===== config.mk =====
export PLATFORM = sky130hd
export DESIGN_NAME = vote_collector
export DESIGN_NICKNAME = d
export VERILOG_FILES = /design/src/rtl/vote_collector.sv
export SDC_FILE = /design/constraint.sdc
export NUM_CORES = 1
export LEC_CHECK = 0
export CAP_MARGIN = 25
export CORE_MARGIN = 2
export CORE_UTILIZATION = 45
export CTS_BUF_LIST = sky130_fd_sc_hd__clkbuf_8
export DETAILED_ROUTE_END_ITERATION = 7
export GPL_ROUTABILITY_DRIVEN = 0
export PLACE_DENSITY = 0.71
export SKIP_LAST_GASP = 1
export SLEW_MARGIN = 40
export SYNTH_ARGS = -nofsm -noshare
export SYNTH_HDL_FRONTEND = slang
export SYNTH_SLANG_ARGS = --single-unit

===== constraint.sdc =====
create_clock -name clk -period 3 [get_ports clk]
set_input_delay 0.45 -clock clk [delete_from_list [all_inputs] [get_ports clk]]
set_output_delay 0.45 -clock clk [all_outputs]
set_load 0.005 [all_outputs]

===== src/rtl/vote_collector.sv =====
// Four-voter ballot collector: synchronizes and debounces the buttons, then gathers one sticky
// vote per voter during a session that ends on close, a full ballot or a timeout.
module vote_collector #(
  parameter int DEB_CYCLES     = 4,
  parameter int TIMEOUT_CYCLES = 1000
) (
  input  logic       clk,
  input  logic       rst_n,
  input  logic       start,
  input  logic       close,
  input  logic [3:0] btn,
  output logic [3:0] votes,
  output logic       votes_valid,
  output logic       busy,
  output logic [2:0] voted_cnt
);

  typedef enum logic [1:0] {IDLE, COLLECT, DONE} state_t;

  state_t      state_q, state_d;
  logic [3:0]  sync1_q, sync1_d;
  logic [3:0]  sync2_q, sync2_d;
  logic [3:0]  deb_q, deb_d;
  logic [3:0]  deb_dly_q, deb_dly_d;
  logic [3:0]  rise_q, rise_d;
  logic [7:0]  deb_cnt_q [4];
  logic [7:0]  deb_cnt_d [4];
  logic [3:0]  ballot_q, ballot_d;
  logic [3:0]  votes_q, votes_d;
  logic [15:0] timer_q, timer_d;

  always_ff @(posedge clk or negedge rst_n) begin
    if (!rst_n) begin
      state_q   <= IDLE;
      sync1_q   <= '0;
      sync2_q   <= '0;
      deb_q     <= '0;
      deb_dly_q <= '0;
      rise_q    <= '0;
      ballot_q  <= '0;
      votes_q   <= '0;
      timer_q   <= '0;
      for (int i = 0; i < 4; i++) deb_cnt_q[i] <= '0;
    end else begin
      state_q   <= state_d;
      sync1_q   <= sync1_d;
      sync2_q   <= sync2_d;
      deb_q     <= deb_d;
      deb_dly_q <= deb_dly_d;
      rise_q    <= rise_d;
      ballot_q  <= ballot_d;
      votes_q   <= votes_d;
      timer_q   <= timer_d;
      for (int i = 0; i < 4; i++) deb_cnt_q[i] <= deb_cnt_d[i];
    end
  end

  // Input conditioning runs in every state so a button already held at start is seen as old.
  always_comb begin
    sync1_d   = btn;
    sync2_d   = sync1_q;
    deb_d     = deb_q;
    deb_dly_d = deb_q;
    rise_d    = deb_q & ~deb_dly_q;
    for (int i = 0; i < 4; i++) begin
      deb_cnt_d[i] = '0;
      if (sync2_q[i] != deb_q[i]) begin
        if (deb_cnt_q[i] == 8'(DEB_CYCLES - 1)) begin
          deb_d[i] = ~deb_q[i];
        end else begin
          deb_cnt_d[i] = deb_cnt_q[i] + 8'd1;
        end
      end
    end
  end

  // A vote landing on the closing edge still reaches the published ballot.
  always_comb begin
    state_d  = state_q;
    ballot_d = ballot_q;
    votes_d  = votes_q;
    timer_d  = timer_q;
    case (state_q)
      IDLE: begin
        if (start) begin
          state_d  = COLLECT;
          ballot_d = '0;
          timer_d  = '0;
        end
      end
      COLLECT: begin
        ballot_d = ballot_q | rise_q;
        timer_d  = timer_q + 16'd1;
        if (close || (ballot_q == 4'hF) || (timer_q == 16'(TIMEOUT_CYCLES - 1))) begin
          state_d = DONE;
          votes_d = ballot_d;
        end
      end
      DONE: begin
        state_d = IDLE;
      end
      default: begin
        state_d = IDLE;
      end
    endcase
  end

  assign votes       = votes_q;
  assign votes_valid = (state_q == DONE);
  assign busy        = (state_q == COLLECT);
  assign voted_cnt   = {2'b00, ballot_q[0]} + {2'b00, ballot_q[1]}
                     + {2'b00, ballot_q[2]} + {2'b00, ballot_q[3]};

endmodule


==> results of run 1 <==
==> cells in the mapped netlist, types with 5 or more instances <==
master and number:
xnor2_1 9, o21ai_0 6, dfrtp_1 78, and3_1 10, nor3_1 5, nor2_1 42, nand3_1 24, nand2_1 21
xor2_1 19, a21oi_1 12, inv_1 12, mux2i_1 9, ha_1 8, mux2_2 5
==> metal layers <==
| layer | track usage (%) | share of wire [%] | up-vias | wire length, microns |
|---|---|---|---|---|
| met5 | 0 | 0 | - | 0 |
| met4 | 4.67 | 0.86 | 0 | 47 |
| met3 | 5.06 | 3.1 | 4 | 166 |
| met2 | 22.6 | 46 | 27 | 2520 |
| met1 | 19.6 | 50 | 1063 | 2700 |
| li1 | - | - | 1087 | - |
==> kinds of logic (layout without fill, tap and decap cells) <==
logic type / Yosys count / in the layout / share of synthesized area [%]
compound gates: 30 / 30 / 5.58
xor+xnor: 28 / 28 / 7.19
fa+ha+maj: 9 / 9 / 3.52
buf+inv: 17 / 45 / 2.38
flops: 78 / 78 / 57.2
mux: 14 / 14 / 4.29
simple gates: 129 / 129 / 19.8
==> layout make-up <==
type	instances	area [sq um]
Clock inverter	7	78.8
Clock buffer	9	124
Fill cell	675	3420
Timing Repair Buffer	16	161
Inverter	13	51.3
Sequential cell	78	1950
Tap cell	99	124
Multi-Input combinational cell	210	1380
==> cell usage in the layout, fill, tap and decap left out, drive strengths merged, types with 2 or more instances in the layout <==
master	count
nor4b	4
o31ai	3
and4	2
o211ai	3
o21ai	6
clkdlybuf4s50	15
nor3b	2
a31oi	2
a21oi	13
mux2i	9
nor2	42
nand3	24
nand2	21
nor3	6
xor2	19
and2	3
nor2b	4
dfrtp	78
clkinvlp	3
and3	10
xnor2	9
mux2	5
ha	8
inv	16
clkbuf	9
or2	2
nand2b	2
nand4	4
==> state kept, by name, indices dropped and copies added, names as in the netlist <==
signal / cells
ballot_q: 4
timer_q: 16
votes: 4
state_q: 2
rise_q: 4
deb_dly_q: 4
sync2_q: 4
deb_dly_d: 4
sync1_q: 4
deb_cnt_q: 32
==> metrics by stage <==
| step | setup WS, ns | power (mW) |
|---|---|---|
| after floorplan | 1.11 | 1.93 |
| after global placement | 0.610 | 2.18 |
| after detailed placement | 0.559 | 2.20 |
| after CTS | 0.178 | 3.00 |
| after global routing | 0.0848 | 3.17 |
| final | 0.210 | 2.96 |
==> power by group through the flow <==
| stage | sequential, mW | clock [mW] | combinational, mW |
|---|---|---|---|
| 6_report | 1.47 | 0.794 | 0.694 |
| 5_1_grt | 1.51 | 0.864 | 0.797 |
| 4_1_cts | 1.47 | 0.820 | 0.709 |
| 3_5_place_dp | 1.49 | 0 | 0.711 |
| 3_3_place_gp | 1.48 | 0 | 0.692 |
| 2_1_floorplan | 1.43 | 0 | 0.498 |
==> critical path: cells and delay by family, from the launching register on <==
family | cells | cell delay (ns)
flip-flops | 1 | 0.42
adder cells (fa/ha/maj) | 3 | 0.97
buffers and inverters | 3 | 0.61
==> worst max-delay path by stage <==
stage          slack (ns)  cells after the start           end
3_3_place_gp         0.61                      6  voted_cnt[1]
4_1_cts              0.18                      6  voted_cnt[1]
6_report             0.21                      6  voted_cnt[1]
3_5_place_dp         0.56                      6  voted_cnt[1]
5_1_grt              0.08                      6  voted_cnt[1]
2_1_floorplan        1.11                      5  voted_cnt[1]
==> impl_metrics.toml, run 1 <==
[detailed_routing]
drtIter0Drc = 92
drt-total-wl_mm = 5.44
via_per_inst = 5.05
ant_nets = 0
num_vias = 2181
firstDrtPassIters = 4
drc = 0
detail_route.wl_per_cell_microns = 12.6

[status]
status = "completed"

[place]
hpwl_mm = 3.65
io_buffers = 16
dp.cells = 416
place_area_sq_um = 3670

[pwr]
irDropWorstVdd_mv = 0.544
cellInternalPower_mw = 2.01
p_sw_mw = 0.948
powerDensity_nw_per_um2 = 764
p_comb_share_pct = 23.5
p_clk_share_pct = 26.8
cellLeakagePower_nw = 1.77
seqPwrFrac_pct = 49.7
swShare_pct = 32.1

[synth]
synth-seq-cells = 78
synthFlopType = "dfrtp_1"
synthesis.instances = 305
synth.distinct_cells = 43
synth_top_area_cell = "dfrtp_1"
synth-edff-count = 0
synth_area_leaders = "dfrtp_1 (57%), xor2_1 (4.9%), nor2_1 (4.6%)"
synthArstFlopShare_pct = 100
synth_area_sq_um = 3410
synth_top_area_share_pct = 57.2
avgSynthCellArea_sq_um = 11.2
synth_warnings = 0
syn_nets = 322
ys_seq_area_share_pct = 57.2

[timing]
setup_viol = 0
fin_crit_ns = 2.79
worstMarginPinSlew_ns = 0.730
holdWs_ns = 0.104
fmax_ghz = 0.358
setup_tns_ns = 0
relSlewSlack_pct = 50.8
rsz0062_at_grt = "no"
finalMaxSlewViolations = 0
post-route-period-util_pct = 93.0
final_hold_viol_count = 0
clock-skew-final_ns = 0.00716

[setup_path]
critPathKind = "reg2out"
worstPathRequired_ns = 2.55
crit_fanout = 5
timing.critical_path.arrival_ns = 2.34
start_kind = "flip-flop"
r2r_cells = 5
r2r_start = "state_q[0]"
crit_slowest_cell = "fa_1"
rrSetupSlack_ns = 1.27
r2r-end = "timer_q[14]"
crit_path_cell_trace = "inv_1, fa_1, inv_1, ha_1, ha_1, clkdlybuf4s50_1"
cp-end-kind = "output pin"
crit_start = "ballot_q[0]"
max_stage_delay_ns = 0.54

[final_layout]
final_cell_area_sq_um = 3870
final_cells = 432
final_nets = 345
area_growth_pct = 13.4
antenna_cells = 0
final_util_pct = 53.1
drive_gt1_share_pct = 9.91

[die]
die_y_microns = 91.1
dieWidth_microns = 91.1
core_sq_um = 7290
ios = 17
rows = 31
start_util_pct = 46.8
die-area_sq_um = 8290

[cts]
cts_resized = 0
insertion_delay_ns = 0.34
clockBufferDepth = 2
htree_num_levels = 3
path_clk_slew_ns = 0.09
cts_sinks = 78
cts_root_buf = "clkbuf_8"
cts_buffers = 9
cts_tree = "done"
cts_hold_buf = 0
cts_setup_buffers = 0

[global_route]
antenna_found_initial = 0
grtUsageTotal_pct = 14.7
grt_max_degree = 79
overflow = 0
grt_pass1_wl_mm = 9.67
grt_pass1_vias = 2075

[job]
max-cap-violations = 0

[worst_hold_path]
hp-class = "in2async"
(Power assumes the default switching activity.)
==> run 2, diff against run 1 <==
--- a/config.mk
+++ b/config.mk
@@ -6,6 +6,7 @@
 export NUM_CORES = 1
 export LEC_CHECK = 0
 export CAP_MARGIN = 25
+export CORE_ASPECT_RATIO = 1.1
 export CORE_MARGIN = 2
 export CORE_UTILIZATION = 45
 export CTS_BUF_LIST = sky130_fd_sc_hd__clkbuf_8
==> impl_metrics.toml, run 2 (synthesized netlist as in run 1, its figures left out) <==
[status]
status = "completed"

[timing]
fmax_ghz = 0.357
worstMarginPinSlew_ns = 0.732
setup_tns_ns = 0
final_hold_viol_count = 0
rsz0062_at_grt = "no"
setup_viol = 0
clock-skew-final_ns = 0.00631
finalMaxSlewViolations = 0
post-route-period-util_pct = 93.4
holdWs_ns = 0.0794
fin_crit_ns = 2.80
relSlewSlack_pct = 50.7

[setup_path]
cp.depth = 6
r2r-end = "timer_q[14]"
max_stage_delay_ns = 0.53
crit_family = "adder cells"
crit_fanout = 5
crit_start = "ballot_q[0]"
crit_path_cell_trace = "inv_1, fa_1, inv_1, ha_1, ha_1, clkdlybuf4s50_1"
rrSetupSlack_ns = 1.26
start_kind = "flip-flop"
timing.critical_path.arrival_ns = 2.35
crit_slowest_cell = "fa_1"
worstPathRequired_ns = 2.55
crit_buf_inv = 3
critPathKind = "reg2out"
crit_end = "voted_cnt[1]"
cp-end-kind = "output pin"
r2r_start = "state_q[0]"
r2r_cells = 5

[pwr]
irDropWorstVdd_mv = 0.405
cellLeakagePower_nw = 1.77
power.total_mw = 2.92
powerDensity_nw_per_um2 = 761

[final_layout]
top_regs = "deb_cnt_q (32), timer_q (16)"
final_cell_mix = "dfrtp_1 (78), nor2_1 (42), nand3_1 (24)"
drive_gt1_share_pct = 9.91
final_util_pct = 51.9
area_growth_pct = 12.5
top_register = "deb_cnt_q"
final_common_cell = "dfrtp_1"
largest_register_ffs = 32
final_nets = 345
final_cell_area_sq_um = 3840
fillers = 636
antenna_cells = 0

[detailed_routing]
via_per_inst = 5.29
num_vias = 2220
drc = 0
drt-total-wl_mm = 5.66
firstDrtPassIters = 4
drtIter0Drc = 153
detail_route.wl_per_cell_microns = 13.5
ant_nets = 0

[cts]
cts_buffers = 9
htree_num_levels = 3
cts_sinks = 78
cts_tree = "done"
cts_hold_buf = 0
path_clk_slew_ns = 0.09
clockBufferDepth = 2
cts_resized = 0
cts_setup_buffers = 0
insertion_delay_ns = 0.35
cts_root_buf = "clkbuf_8"

[die]
start_util_pct = 46.1
rows = 33
die-area_sq_um = 8290
die_y_microns = 95.3
core_sq_um = 7390
ios = 17
dieWidth_microns = 87.0

[place]
hpwl_mm = 3.86
io_buffers = 16
place_area_sq_um = 3650

[worst_hold_path]
hp-class = "in2async"

[global_route]
grt_pass1_wl_mm = 9.89
grt_max_degree = 79
antenna_found_initial = 0
grtUsageTotal_pct = 15.7
overflow = 0
grt_pass1_vias = 2209

[job]
max-cap-violations = 0
[run 2: where the power goes]
part / total (mW) / switching (mW) / internal, mW / leakage [nW]
sequential: 1.47 / 0.201 / 1.27 / 1.03
combinational: 0.704 / 0.359 / 0.345 / 0.646
clock: 0.747 / 0.426 / 0.321 / 0.0971
total: 2.92 / 0.987 / 1.94 / 1.77
[run 2: how the worst min path moves through the flow]
| stage | slack (ns) | endpoint | start |
|---|---|---|---|
| 2_1_floorplan | 0.15 | ballot_q[0] | rst_n |
| 3_3_place_gp | 0.33 | sync2_q[1] | sync1_q[1] |
| 3_5_place_dp | 0.33 | sync2_q[3] | sync1_q[3] |
| 4_1_cts | 0.14 | timer_q[0] | rst_n |
| 5_1_grt | 0.16 | timer_q[0] | rst_n |
| 6_report | 0.08 | timer_q[0] | rst_n |
[run 2: final cells by class]
class	instances	area [sq um]	area share [%]
well taps	87	109	2.84
repair buffers	16	161	4.20
flip-flops and latches	78	1950	50.8
clock buffers	9	124	3.23
multi-input cells	210	1380	35.9
clock inverters	7	63.8	1.66
inverters	13	51.3	1.34
[run 2: routing by layer]
metal	track usage [%]	vias up	routed length, microns
met5	0	-	0
met4	9.38	0	144
met3	3.12	13	137
met2	25.1	32	2660
met1	19.7	1084	2710
li1	-	1091	-
[run 2: worst reg2reg max path, cell delays in order, from the launching register on]
cell and delay [ns]:
dfrtp_1 0.52, nand2b_1 0.33, inv_4 0.22, nand4_4 0.19
nor3b_2 0.22, mux2i_1 0.19
[run 2: stage by stage]
step / cells / setup slack, ns
5_1_grt: 420 / 0.113
6_report: 420 / 0.197
3_3_place_gp: 404 / 0.585
4_1_cts: 420 / 0.174
2_1_floorplan: 305 / 1.11
3_5_place_dp: 404 / 0.580
